==> src/rtl/io_pkg.sv <==
// io_pkg: shared definitions for the io_slave_regfile register responder.
//   - state_e      : handshake state (IDLE, WAIT, ACK)
//   - NREG_MAX     : largest supported register bank
//   - lane_mask()  : expands a 4-bit byte-lane select into a 32-bit mask
//   - byte_merge() : merges new data into an old word under byte-lane selects
package io_pkg;

    typedef enum logic [1:0] {
        IDLE = 2'd0,
        WAIT = 2'd1,
        ACK  = 2'd2
    } state_e;

    localparam int NREG_MAX = 64;

    function automatic logic [31:0] lane_mask(input logic [3:0] sel);
        logic [31:0] m;
        for (int k = 0; k < 4; k++) begin
            m[k*8 +: 8] = {8{sel[k]}};
        end
        return m;
    endfunction

    function automatic logic [31:0] byte_merge(input logic [31:0] old_v,
                                               input logic [31:0] new_v,
                                               input logic [3:0]  sel);
        logic [31:0] m;
        m = lane_mask(sel);
        return (old_v & ~m) | (new_v & m);
    endfunction

endpackage

==> src/rtl/io_irq_ctrl.sv <==
// io_irq_ctrl: interrupt pending/enable logic for io_slave_regfile.
// Only instantiated when IO_SLAVE_IRQ_EN is defined.
// Ports:
//   clk_i, rst_i      clock, asynchronous active-low reset
//   src_i[31:0]       interrupt sources (rising edge sets pending)
//   en_i[31:0]        interrupt enable register contents
//   clr_i             write-1-to-clear strobe for the pending register
//   clr_mask_i[31:0]  bits to clear (write data already masked by byte lanes)
//   pend_o[31:0]      pending register
//   irq_o             registered OR of pending & enable
module io_irq_ctrl (
    input  logic        clk_i,
    input  logic        rst_i,
    input  logic [31:0] src_i,
    input  logic [31:0] en_i,
    input  logic        clr_i,
    input  logic [31:0] clr_mask_i,
    output logic [31:0] pend_o,
    output logic        irq_o
);

    logic [31:0] src_q;
    logic [31:0] pend_q, pend_d;
    logic        irq_q;
    logic [31:0] rise;

    assign rise = src_i & ~src_q;

    // Set is OR-ed in after the clear so a simultaneous edge keeps the bit.
    always_comb begin
        pend_d = pend_q;
        if (clr_i) begin
            pend_d = pend_d & ~clr_mask_i;
        end
        pend_d = pend_d | rise;
    end

    always_ff @(posedge clk_i or negedge rst_i) begin
        if (!rst_i) begin
            src_q  <= '0;
            pend_q <= '0;
            irq_q  <= 1'b0;
        end else begin
            src_q  <= src_i;
            pend_q <= pend_d;
            irq_q  <= |(pend_q & en_i);
        end
    end

    assign pend_o = pend_q;
    assign irq_o  = irq_q;

endmodule

==> src/rtl/io_slave_regfile.sv <==
// io_slave_regfile: device-side responder for the I/O bridge master port.
// Serves NREG 32-bit registers with byte-lane writes, WAIT_STATES extra
// cycles before ack, and ack held until the strobe drops.
// Optional feature macro: IO_SLAVE_IRQ_EN (reg NREG-2 = irq enable,
// reg NREG-1 = W1C irq pending, irq_o driven). Without it irq_o = 0.
// Ports:
//   clk_i, rst_i        clock, asynchronous active-low reset
//   cs_i, cyc_i, stb_i  chip select, bus cycle, strobe
//   we_i, sel_i, adr_i  write enable, byte lanes, address ([IDX+1:2] used)
//   dat_i / dat_o       write data / read data (0 when ack_o is low)
//   ack_o, stall_o      acknowledge, busy
//   reg_o               register contents, reg n at [n*32 +: 32]
//   reg_i               read-only sources for regs flagged in RO_MASK
//   wr_pulse_o          one-cycle pulse per committed write to reg n
//   irq_src_i, irq_o    interrupt sources / request
module io_slave_regfile
    import io_pkg::*;
#(
    parameter int              NREG        = 16,
    parameter int              WAIT_STATES = 1,
    parameter logic [NREG-1:0] RO_MASK     = '0
) (
    input  logic               clk_i,
    input  logic               rst_i,
    input  logic               cs_i,
    input  logic               cyc_i,
    input  logic               stb_i,
    output logic               ack_o,
    output logic               stall_o,
    input  logic               we_i,
    input  logic [3:0]         sel_i,
    input  logic [31:0]        adr_i,
    input  logic [31:0]        dat_i,
    output logic [31:0]        dat_o,
    output logic [NREG*32-1:0] reg_o,
    input  logic [NREG*32-1:0] reg_i,
    output logic [NREG-1:0]    wr_pulse_o,
    input  logic [31:0]        irq_src_i,
    output logic               irq_o
);

    localparam int IDX_W = $clog2(NREG);
    localparam int CNT_W = 4;
    localparam logic [CNT_W-1:0] CNT_LOAD = (WAIT_STATES > 0) ? CNT_W'(WAIT_STATES - 1) : '0;

`ifdef IO_SLAVE_IRQ_EN
    localparam logic [NREG-1:0] EN_BIT   = {2'b01, {(NREG-2){1'b0}}};
    localparam logic [NREG-1:0] PEND_BIT = {2'b10, {(NREG-2){1'b0}}};
    // The irq registers are always writable; pending lives in io_irq_ctrl.
    localparam logic [NREG-1:0] RO_EFF   = RO_MASK & ~(EN_BIT | PEND_BIT);
    localparam logic [NREG-1:0] STORE    = ~RO_EFF & ~PEND_BIT;
`else
    localparam logic [NREG-1:0] RO_EFF   = RO_MASK;
    localparam logic [NREG-1:0] STORE    = ~RO_EFF;
`endif

    state_e           state_q, state_d;
    logic [CNT_W-1:0] cnt_q, cnt_d;
    logic [IDX_W-1:0] idx_q;
    logic             we_q;
    logic [3:0]       sel_q;
    logic [31:0]      wdat_q;
    logic [31:0]      rdata_q;
    logic [NREG-1:0]  wr_pulse_q;
    logic [31:0]      regs_q [NREG];
    logic [31:0]      rview  [NREG];

    logic             accept;
    logic             commit;
    logic             reg_wr;
    logic [IDX_W-1:0] cur_idx;
    logic             cur_we;
    logic [3:0]       cur_sel;
    logic [31:0]      cur_dat;

    logic unused_bits;
    assign unused_bits = ^{adr_i[31:IDX_W+2], adr_i[1:0]};

    assign accept = (state_q == IDLE) && cs_i && cyc_i && stb_i;

    // With no wait states the commit happens on the accept edge itself,
    // so the live bus fields are used while still in IDLE.
    assign cur_idx = (state_q == IDLE) ? adr_i[IDX_W+1:2] : idx_q;
    assign cur_we  = (state_q == IDLE) ? we_i  : we_q;
    assign cur_sel = (state_q == IDLE) ? sel_i : sel_q;
    assign cur_dat = (state_q == IDLE) ? dat_i : wdat_q;

    assign commit = (state_d == ACK) && (state_q != ACK);
    assign reg_wr = commit && cur_we && STORE[cur_idx];

    // State register and request latch
    always_ff @(posedge clk_i or negedge rst_i) begin
        if (!rst_i) begin
            state_q    <= IDLE;
            cnt_q      <= '0;
            idx_q      <= '0;
            we_q       <= 1'b0;
            sel_q      <= '0;
            wdat_q     <= '0;
            rdata_q    <= '0;
            wr_pulse_q <= '0;
        end else begin
            state_q    <= state_d;
            cnt_q      <= cnt_d;
            wr_pulse_q <= '0;
            if (accept) begin
                idx_q  <= adr_i[IDX_W+1:2];
                we_q   <= we_i;
                sel_q  <= sel_i;
                wdat_q <= dat_i;
            end
            if (commit) begin
                rdata_q <= rview[cur_idx];
                if (cur_we) begin
                    wr_pulse_q[cur_idx] <= 1'b1;
                end
            end
        end
    end

    // Next-state logic
    always_comb begin
        state_d = state_q;
        cnt_d   = cnt_q;
        unique case (state_q)
            IDLE: begin
                if (accept) begin
                    if (WAIT_STATES > 0) begin
                        state_d = WAIT;
                        cnt_d   = CNT_LOAD;
                    end else begin
                        state_d = ACK;
                    end
                end
            end
            WAIT: begin
                // A dropped cycle aborts even on the final wait cycle.
                if (!cyc_i) begin
                    state_d = IDLE;
                end else if (cnt_q == '0) begin
                    state_d = ACK;
                end else begin
                    cnt_d = cnt_q - CNT_W'(1);
                end
            end
            ACK: begin
                if (!stb_i) begin
                    state_d = IDLE;
                end
            end
            default: state_d = IDLE;
        endcase
    end

    // Output decode
    always_comb begin
        ack_o   = (state_q == ACK);
        stall_o = (state_q != IDLE);
        dat_o   = '0;
        if (state_q == ACK) begin
            dat_o = rdata_q;
        end
    end

    // Register bank
    always_ff @(posedge clk_i or negedge rst_i) begin
        if (!rst_i) begin
            for (int n = 0; n < NREG; n++) begin
                regs_q[n] <= '0;
            end
        end else if (reg_wr) begin
            regs_q[cur_idx] <= byte_merge(regs_q[cur_idx], cur_dat, cur_sel);
        end
    end

`ifdef IO_SLAVE_IRQ_EN
    logic [31:0] pend;
    logic        pend_clr;

    assign pend_clr = commit && cur_we && (cur_idx == IDX_W'(NREG - 1));

    io_irq_ctrl u_irq (
        .clk_i      (clk_i),
        .rst_i      (rst_i),
        .src_i      (irq_src_i),
        .en_i       (regs_q[NREG-2]),
        .clr_i      (pend_clr),
        .clr_mask_i (cur_dat & lane_mask(cur_sel)),
        .pend_o     (pend),
        .irq_o      (irq_o)
    );
`else
    logic unused_irq;
    assign unused_irq = ^irq_src_i;
    assign irq_o      = 1'b0;
`endif

    // Visible register contents: read-only slots mirror reg_i.
    always_comb begin
        for (int n = 0; n < NREG; n++) begin
            rview[n] = RO_EFF[n] ? reg_i[n*32 +: 32] : regs_q[n];
        end
`ifdef IO_SLAVE_IRQ_EN
        rview[NREG-1] = pend;
`endif
    end

    for (genvar g = 0; g < NREG; g++) begin : g_rego
        assign reg_o[g*32 +: 32] = rview[g];
    end

    assign wr_pulse_o = wr_pulse_q;

endmodule

==> config.mk <==
export PLATFORM = sky130hd
export DESIGN_NAME = io_slave_regfile
export DESIGN_NICKNAME = d
export VERILOG_FILES = /design/src/rtl/io_pkg.sv /design/src/rtl/io_irq_ctrl.sv /design/src/rtl/io_slave_regfile.sv
export SDC_FILE = /design/constraint.sdc
export NUM_CORES = 1
export LEC_CHECK = 0
export CAP_MARGIN = 20
export CORE_AREA = 3 3 457 459
export DETAILED_ROUTE_END_ITERATION = 10
export DIE_AREA = 0 0 460 462
export PLACE_DENSITY_LB_ADDON = 0.3
export SLEW_MARGIN = 20
export SYNTH_ARGS = -nofsm -noshare
export SYNTH_HDL_FRONTEND = slang
export SYNTH_SLANG_ARGS = --single-unit
==> constraint.sdc <==
create_clock -name clk_i -period 2.6 [get_ports clk_i]
set_input_delay 0.26 -clock clk_i [delete_from_list [all_inputs] [get_ports clk_i]]
set_output_delay 0.26 -clock clk_i [all_outputs]
set_load 0.005 [all_outputs]
==> out/qor.yml, run 1 <==
sta:
  setup_ws_ns: -0.1914
  finalCriticalPeriod_ns: 2.791
  worst_pin_slew_ns: 0.9747
  slew_headroom_pct: 35.02
  rsz0062_at_grt: "yes"
  fmax_ghz: 0.3582
  fin_crit_sh_pct: 107.4
  hold_violations: 0
  tns_ns: -29.92
  setup_viol: 455
  final-max-slew-violation-count: 0
  finClkSkew_ns: 0.05006
power:
  ir_worst_vdd_v: 0.0004259
  fin_total_pwr_mw: 33.24
  p_leak_nw: 18.52
  power_density_nw_per_um2: 674.4
cts:
  clock_sinks: 607
  cts_tree: "yes"
  clock-root-buffer: "clkbuf_16"
  htreeDepth: 3
  insertion_delay_ns: 0.73
  cts.clk_slew.worst_paths_ns: 0.06
  numCtsBuffers: 79
  cts_buffer_depth: 3
routing:
  detail_route.wl_per_cell_um: 32.33
  wirelength_um: 209300
  ant_nets: 0
  viasPerCell: 4.372
  vias: 28300
  drc_errors: 0
  drt_iter0_markers: 2680
  drtPass1Iterations: 6
final_layout:
  drive_above_1_share_pct: 30.03
  final_nets: 4334
  mostFrequentLayoutCells: "dfrtp_1 (605), clkdlybuf4s50_1 (572), mux2i_1 (504)"
  syn_to_final_growth_pct: 64.63
  layout_commonest_cell: "dfrtp_1"
global_routing:
  first_global_vias: 27580
  grt_antenna_before_repair: 17
  grt_max_degree: 122
  grt_use_total_pct: 18.57
  grt_overflow: 0
  grt_pass1_wl_um: 268500
setup_path:
  cp-start-kind: "register"
  arrival_ns: 3.41
  cpMaxStageDelayCell: "or4b_4"
  crit_path_end_kind: "register"
  cpMostUsedCell: "buf_12"
  cp_max_fo: 9
  worst-setup-path-type: "register to register"
  critical_path.max_stage_delay_ns: 0.52
  path_cells: "buf_6 -> or4b_4 -> o21ai_4 -> buf_6 -> buf_12 -> buf_12 -> a22oi_2 -> a21oi_2 -> buf_4 -> nor4_4 -> buf_12 -> o21ai_1"
  required_ns: 3.22
yosys:
  synthesis.nets: 3293
  synth_edf_count: 0
  yosysTopAreaCellShare_pct: 50.73
  ys_warn_count: 0
  async_reset_ff_share_pct: 100.0
  synth_cell_types: 55
  ys_seq_area_share_pct: 50.73
  syn_inst: 2673
  synthFlopType: "dfrtp_1"
  syn-cell-area_um2: 29940
  yosys_register_bits: 607
  synth_area_leaders: "dfrtp_1 (51%), mux2i_1 (17%), o21ai_1 (8.1%), a22oi_1 (6.4%), a21oi_1 (2.6%)"
  synth_top_cell_by_area: "dfrtp_1"
  avgSynthCellArea_um2: 11.20
status:
  status: "complete, but fails checks"
  violations: "setup timing"
placed_design:
  gp_congestion: 0.8646
  hpwlAfterDp_um: 161700
  port_buffers: 607
worst_hold_path:
  hp-class: "input pin to register"
floorplan:
  die_width_um: 460
  row_count: 166
  ioPinCount: 1181
  initial_core_util_pct: 14.62
  core_um2: 204800
  die_height_um: 462
  dieArea_um2: 212500
job:
  drv_cap: 0
-- power by group --
group | switching (mW) | internal, mW | total [mW] | leakage [nW]
Combinational | 5.77 | 3.97 | 9.73 | 8.72
Clock | 5.04 | 7.26 | 12.3 | 1.43
Sequential | 0.968 | 10.2 | 11.2 | 8.37
-- critical path: cells and delay by family, from the launching register on --
family	cells	cell delay (ns)
compound gates	4	0.63
buf+inv	6	0.97
flops	1	0.47
simple gates	2	0.58
-- path summary, 6_finish.rpt --
kind,slack (ns),start,depth (start not counted),end
worst min-delay path,0.19,dat_i[31],2,wdat_q[31]$_DFFE_PN0P_
min in group asynchronous,0.56,rst_i,3,reg_o[276]$_DFFE_PN0P_
worst min register to register,0.47,rdata_q[9]$_DFFE_PN0P_,2,rdata_q[9]$_DFFE_PN0P_
max in group asynchronous,0.75,rst_i,4,reg_o[259]$_DFFE_PN0P_
worst max-delay path,-0.19,state_q[0]$_DFF_PN0_,12,reg_o[102]$_DFFE_PN0P_
worst max register to register,-0.19,state_q[0]$_DFF_PN0_,12,reg_o[102]$_DFFE_PN0P_
-- synthesized netlist by cell type, types with 6 or more instances --
library cell	number
dfrtp_1	607
mux2i_1	517
o21ai_1	484
a22oi_1	256
nand2_1	167
a21oi_1	153
buf_2	107
o21ai_0	63
buf_4	45
clkbuf_1	42
mux2_2	40
and2_1	32
nor4_4	32
buf_6	23
nor2_1	22
a21oi_2	10
buf_12	9
nor4_1	6
-- state kept, by name, indices dropped and copies added, names as in the netlist --
signal / flops
cnt_q: 4
idx_q: 4
rdata_q: 32
reg_o: 512
sel_q: 4
state_q: 2
wdat_q: 32
we_q: 1
wr_pulse_o: 16
-- per-layer routing --
| metal | wire (um) | up-vias | share of wire, % | global-route usage, % |
|---|---|---|---|---|
| met5 | 93 | - | 0.044 | 0 |
| met4 | 6499 | 14 | 3.1 | 5.327 |
| met3 | 19970 | 214 | 9.5 | 6.543 |
| met2 | 74880 | 1300 | 36 | 22.57 |
| met1 | 107800 | 14740 | 52 | 29.28 |
| li1 | - | 12030 | - | - |
-- metrics by stage --
step	setup WS (ns)	area, um^2	utilization, %	cells	hold slack [ns]
after floorplan	0.04712	29940	-	2673	-0.03559
after global placement	-0.8157	42010	20.51	6128	0.1701
after detailed placement	-0.8723	42010	20.51	6128	0.1675
after CTS	-0.2451	47010	22.96	6379	0.1254
after global routing	-0.2520	49280	24.06	6469	0.1661
final	-0.1914	49290	24.07	6473	0.1903
-- final cells by class --
cell class	count	area, um^2
clock buffer	107	2283
antenna	5	12.51
clock inverter	40	625.6
multi-input combinational	1830	14750
inverter	5	21.27
timing repair buffer	1191	13050
tap	2688	3363
sequential	607	15190
fill	21840	155500
-- kinds of logic after synthesis --
| family | count (synthesis) | synth area share [%] |
|---|---|---|
| AO/OA/AOI/OAI | 977 | 18.75 |
| flip-flops | 607 | 50.73 |
| multiplexers | 557 | 18.79 |
| AND/OR/NAND/NOR | 291 | 6.540 |
| buffers and inverters | 236 | 5.035 |
| adder cells (fa/ha/maj) | 2 | 0.08356 |
| XOR/XNOR | 2 | 0.05851 |
| other | 1 | 0.01252 |
-- repair_timing --
item / in CTS / in global routing
resized for setup: 263 / 329
endpoints found under the setup margin: 578 / 572
cloned: 11 / 25
hold buffers: 3 / 0
endpoints found under the hold margin: 466 / 0
pin swaps: 55 / 82
setup buffers: 90 / 74
No activity file was read; power rests on OpenSTA's default activity.
==> run 2, diff against run 1 <==
CORE_AREA = 3 3 462 464   (was 3 3 457 459)
DIE_AREA = 0 0 465 467   (was 0 0 460 462)
clock period = 2.8 ns   (was 2.6 ns; I/O delays follow)
==> out/qor.yml, run 2 (same netlist as run 1, synthesis figures left out) <==
final_layout:
  final_cell_area_um2: 48630
  fillCellCount: 22450
  mostFrequentLayoutCells: "dfrtp_1 (607), clkdlybuf4s50_1 (601), mux2i_1 (510)"
  fin_util_pct: 23.21
  largest_register_ffs: 512
  drive_above_1_share_pct: 27.50
  final_nets: 4331
  syn_to_final_growth_pct: 62.43
  layout_commonest_cell: "dfrtp_1"
placed_design:
  hpwlAfterDp_um: 150900
  port_buffers: 607
  placed_cell_area_um2: 43110
  gp_congestion: 0.8450
floorplan:
  die_width_um: 465
  row_count: 168
  ioPinCount: 1181
  core_um2: 209600
  dieArea_um2: 217200
  die_height_um: 467
  initial_core_util_pct: 14.29
power:
  combPwrFrac_pct: 29.7
  ir_worst_vdd_v: 0.0004488
  seqPwrFrac_pct: 34.8
  power_density_nw_per_um2: 613.5
  fin_total_pwr_mw: 29.83
  p_leak_nw: 17.86
  netSwitchingFraction_pct: 35.54
  switching_power_mw: 10.60
  clockPowerShare_pct: 35.5
  p_int_mw: 19.23
sta:
  finalCriticalPeriod_ns: 2.851
  slew_headroom_pct: 41.62
  setup_viol: 44
  setup_ws_ns: -0.05077
  fin_hold_ws_ns: 0.1679
  final-max-slew-violation-count: 0
  rsz0062_at_grt: "yes"
  hold_violations: 0
  finClkSkew_ns: 0.07342
  fmax_ghz: 0.3508
  worst_pin_slew_ns: 0.8758
  fin_crit_sh_pct: 101.8
global_routing:
  grt_max_degree: 67
  grt_overflow: 0
  grt_pass1_wl_um: 252400
  grt_use_total_pct: 16.84
  first_global_vias: 27460
  grt_antenna_before_repair: 18
status:
  status: "complete, but fails checks"
  violations: "setup timing"
cts:
  cts_buffer_depth: 3
  numCtsBuffers: 79
  htreeDepth: 3
  insertion_delay_ns: 0.74
  clock_sinks: 607
  clock-root-buffer: "clkbuf_16"
  cts_tree: "yes"
  cts.clk_slew.worst_paths_ns: 0.06
routing:
  wirelength_um: 192000
  drc_errors: 0
  drt_iter0_markers: 1952
  ant_nets: 0
  drtPass1Iterations: 5
  viasPerCell: 4.188
  detail_route.wl_per_cell_um: 29.11
  vias: 27620
setup_path:
  cp-start-kind: "register"
  cpMostUsedCell: "buf_6"
  required_ns: 3.40
  path_cells: "buf_6 -> or4_4 -> o31ai_4 -> buf_6 -> buf_12 -> buf_8 -> a22oi_1 -> a21oi_2 -> buf_4 -> nor4_4 -> buf_4 -> buf_6 -> o21ai_2"
  critical_path.max_stage_delay_ns: 0.55
  crit_path_end_kind: "register"
  cpMaxStageDelayCell: "or4_4"
  arrival_ns: 3.45
  worst-setup-path-type: "register to register"
  r2r_slack_ns: -0.05
  cp_max_fo: 8
worst_hold_path:
  hp-class: "input pin to async pin"
job:
  drv_cap: 0
[run 2: cell count changes in the layout (fill, tap and decap cells not counted), moves of 19 or more]
cell / previous run / this run
clkdlybuf4s50_1: 572 / 601
o21ai_0: 46 / 27
a21oi_2: 83 / 58
a21oi_1: 62 / 94
o21ai_1: 413 / 450
o21ai_2: 87 / 68
[run 2: final timing paths]
check / end / cells after the start / from
setup / recovery: reg_o[81]$_DFFE_PN0P_ / 13 / state_q[1]$_DFF_PN0_
hold / removal: reg_o[360]$_DFFE_PN0P_ / 2 / rst_i
setup reg to reg: reg_o[81]$_DFFE_PN0P_ / 13 / state_q[1]$_DFF_PN0_
hold reg to reg: rdata_q[16]$_DFFE_PN0P_ / 2 / rdata_q[16]$_DFFE_PN0P_
max in group asynchronous: reg_o[112]$_DFFE_PN0P_ / 3 / rst_i
min in group clk_i: wdat_q[29]$_DFFE_PN0P_ / 2 / dat_i[29]
[run 2: timing repair]
item,CTS,global route
hold endpoints to repair,142,0
gates resized for setup,228,183
pin swaps,65,62
setup endpoints to repair,577,559
cloned,10,12
hold buffers,1,0
setup buffers,91,28
[run 2: metal layers]
| layer | part of all wire (%) | routed length (um) | GRT usage, % |
|---|---|---|---|
| met5 | 0.036 | 69 | 0 |
| met1 | 52 | 100500 | 26.52 |
| met4 | 3.5 | 6647 | 5.204 |
| met3 | 8.2 | 15810 | 5.248 |
| met2 | 36 | 68950 | 20.87 |
[run 2: metrics by stage]
stage          setup WS, ns  setup TNS (ns)  std cells
3_5_place_dp        -0.5246         -188.97       6307
4_1_cts            -0.08439          -1.415       6545
3_3_place_gp        -0.5002         -180.92       6307
2_1_floorplan        0.1890               0       2673
6_report           -0.05077         -0.6172       6595
5_1_grt             -0.1926          -21.09       6579
[run 2: critical path, delay by kind of cell (launching register included)]
family / cells / cell delay, ns
buffers and inverters: 7 / 1.09
AND/OR/NAND/NOR: 2 / 0.59
AO/OA/AOI/OAI: 4 / 0.59
flip-flops: 1 / 0.39
[run 2: area by class of cell]
class / instances / area, um^2 / area share, %
timing repair buffer: 1188 / 12850 / 26.43
inverter: 5 / 18.77 / 0.03859
multi-input combinational: 1830 / 14360 / 29.53
tap: 2805 / 3510 / 7.216
clock inverter: 22 / 299.0 / 0.6149
sequential: 607 / 15190 / 31.23
antenna: 16 / 40.04 / 0.08233
clock buffer: 122 / 2360 / 4.852
[run 2: power by group through the flow]
stage	Clock [mW]	Combinational (mW)	Sequential, mW
after global placement	0	7.57	10.5
final	10.6	8.85	10.4
after detailed placement	0	7.64	10.5
after CTS	10.9	8.48	10.3
after floorplan	0	2.87	10.2
after global routing	11.2	9.35	10.5
==> run 3, diff against run 2 <==
TNS_END_PERCENT = 1   (was default)
==> out/qor.yml, run 3 (same netlist as run 1, synthesis figures left out) <==
setup_path:
  crit_start: "state_q[0]$_DFF_PN0_"
  cp_max_fo: 7
  cp-start-kind: "register"
  crit_path_end_kind: "register"
  cpMaxStageDelayCell: "or4_4"
  critPathBufInv: 7
  cp-endpoint: "rdata_q[31]$_DFFE_PN0P_"
  cp.depth: 13
  critical_path.top_delay_family: "buffers and inverters"
  worst-setup-path-type: "register to register"
  r2r_cells: 13
  arrival_ns: 3.49
  path_cells: "buf_6 -> or4_4 -> o31ai_4 -> buf_6 -> buf_12 -> buf_8 -> a22oi_1 -> a21oi_2 -> buf_6 -> nor4_4 -> buf_4 -> buf_12 -> o21ai_1"
  r2r-start: "state_q[0]$_DFF_PN0_"
  critical_path.max_stage_delay_ns: 0.55
  required_ns: 3.44
  cpMostUsedCell: "buf_6"
  r2r_slack_ns: -0.06
  rr_endpoint: "rdata_q[31]$_DFFE_PN0P_"
floorplan:
  die_width_um: 465
  core_um2: 209600
  initial_core_util_pct: 14.29
  ioPinCount: 1181
  row_count: 168
  die_height_um: 467
  dieArea_um2: 217200
cts:
  htreeDepth: 3
  clock-root-buffer: "clkbuf_16"
  cts_tree: "yes"
  insertion_delay_ns: 0.74
  clock_sinks: 607
  numCtsBuffers: 79
  cts_buffer_depth: 3
  cts.clk_slew.worst_paths_ns: 0.06
power:
  p_leak_nw: 17.22
  power_density_nw_per_um2: 617.5
  ir_worst_vdd_v: 0.0004461
placed_design:
  gp_congestion: 0.8450
  hpwlAfterDp_um: 150900
  port_buffers: 607
  dp_slack_ns: -0.5246
routing:
  wirelength_um: 186300
  viasPerCell: 4.152
  ant_nets: 0
  drc_errors: 0
  detail_route.wl_per_cell_um: 28.63
  drt_iter0_markers: 2093
  drtPass1Iterations: 7
  vias: 27020
final_layout:
  syn_to_final_growth_pct: 57.70
  largest_register_ffs: 512
  drive_above_1_share_pct: 23.62
  final_nets: 4241
  mostFrequentLayoutCells: "dfrtp_1 (606), clkdlybuf4s50_1 (599), mux2i_1 (510)"
  layout_commonest_cell: "dfrtp_1"
sta:
  setup_ws_ns: -0.05986
  fmax_ghz: 0.3497
  worst_pin_slew_ns: 0.8725
  tns_ns: -1.038
  fin_crit_sh_pct: 102.1
  fin_hold_ws_ns: 0.1603
  setup_viol: 44
  slew_headroom_pct: 41.83
  finalCriticalPeriod_ns: 2.860
  hold_violations: 0
  final-max-slew-violation-count: 0
  finClkSkew_ns: 0.07429
  rsz0062_at_grt: "yes"
global_routing:
  grt_pass1_wl_um: 247200
  grt_max_degree: 67
  grt_use_total_pct: 16.49
  grt_antenna_before_repair: 17
  grt_overflow: 0
  first_global_vias: 26990
worst_hold_path:
  hp-class: "input pin to async pin"
status:
  status: "complete, but fails checks"
  violations: "setup timing"
job:
  drv_cap: 0
==> run 3: changes by cell type in the layout (fill, tap and decap cells not counted), moves of 5 or more <==
cell	change
buf_4	-45
o21ai_0	+30
o21ai_2	-53
buf_12	-9
a22oi_1	+24
o21ai_1	+24
a21oi_1	+5
buf_6	-27
a22oi_2	-24
==> run 3: layout make-up <==
type / count / area (um^2)
diodes: 18 / 45.04
clock buffers: 122 / 2360
inverters: 5 / 18.77
fillers: 22520 / 162400
flip-flops and latches: 607 / 15190
multi-input cells: 1830 / 13990
clock inverters: 22 / 299.0
repair buffers: 1098 / 11800
well taps: 2805 / 3510
==> run 3: worst min-delay path by stage <==
| stage | slack [ns] | from | end | depth (start not counted) |
|---|---|---|---|---|
| detailed placement | 0.34 | rst_i | reg_o[360]$_DFFE_PN0P_ | 1 |
| global route | 0.15 | dat_i[18] | wdat_q[18]$_DFFE_PN0P_ | 2 |
| global placement | 0.34 | rst_i | reg_o[360]$_DFFE_PN0P_ | 1 |
| floorplan | -0.02 | rst_i | cnt_q[0]$_DFFE_PN0P_ | 0 |
| CTS | 0.11 | dat_i[15] | wdat_q[15]$_DFFE_PN0P_ | 2 |
| finish | 0.16 | rst_i | reg_o[360]$_DFFE_PN0P_ | 2 |
==> run 3: timing repair <==
item                                    4_1_cts  5_1_grt
endpoints found under the setup margin      577      555
hold endpoints to repair                    142        0
pin swaps                                    25       29
gates resized for setup                     141      114
gates cloned                                  1        6
setup buffers                                13       20
hold buffers                                  1        0
==> run 3: layer usage <==
| layer | track usage, % | vias up | routed length, um |
|---|---|---|---|
| met4 | 4.990 | 12 | 6103 |
| met5 | 0 | - | 82 |
| met3 | 5.369 | 195 | 15780 |
| met2 | 20.22 | 1109 | 66530 |
| met1 | 26.04 | 13840 | 97800 |
| li1 | - | 11860 | - |
==> run 3: worst register-to-register path, stage by stage (launching register included) <==
cell	delay (ns)
dfrtp_2	0.44
buf_6	0.14
or4_4	0.55
o31ai_4	0.10
buf_6	0.18
buf_12	0.16
buf_8	0.15
a22oi_1	0.09
a21oi_2	0.28
buf_6	0.18
nor4_4	0.04
buf_4	0.17
buf_12	0.15
o21ai_1	0.12
==> run 3: report_power, final <==
| group | switching (mW) | total, mW | internal [mW] |
|---|---|---|---|
| registers | 0.856 | 10.4 | 9.52 |
| clock network | 4.47 | 10.6 | 6.14 |
| logic | 5.01 | 8.18 | 3.17 |
| total | 10.3 | 29.2 | 18.8 |
==> run 3: stage by stage <==
stage / instances / total power, mW / instance area (um^2) / util [%]
2_1_floorplan: 2673 / 13.02 / 29940 / -
3_3_place_gp: 6307 / 18.04 / 43110 / 20.57
3_5_place_dp: 6307 / 18.12 / 43110 / 20.57
4_1_cts: 6466 / 29.15 / 46430 / 22.15
5_1_grt: 6489 / 30.32 / 47170 / 22.51
6_report: 6507 / 29.16 / 47220 / 22.53
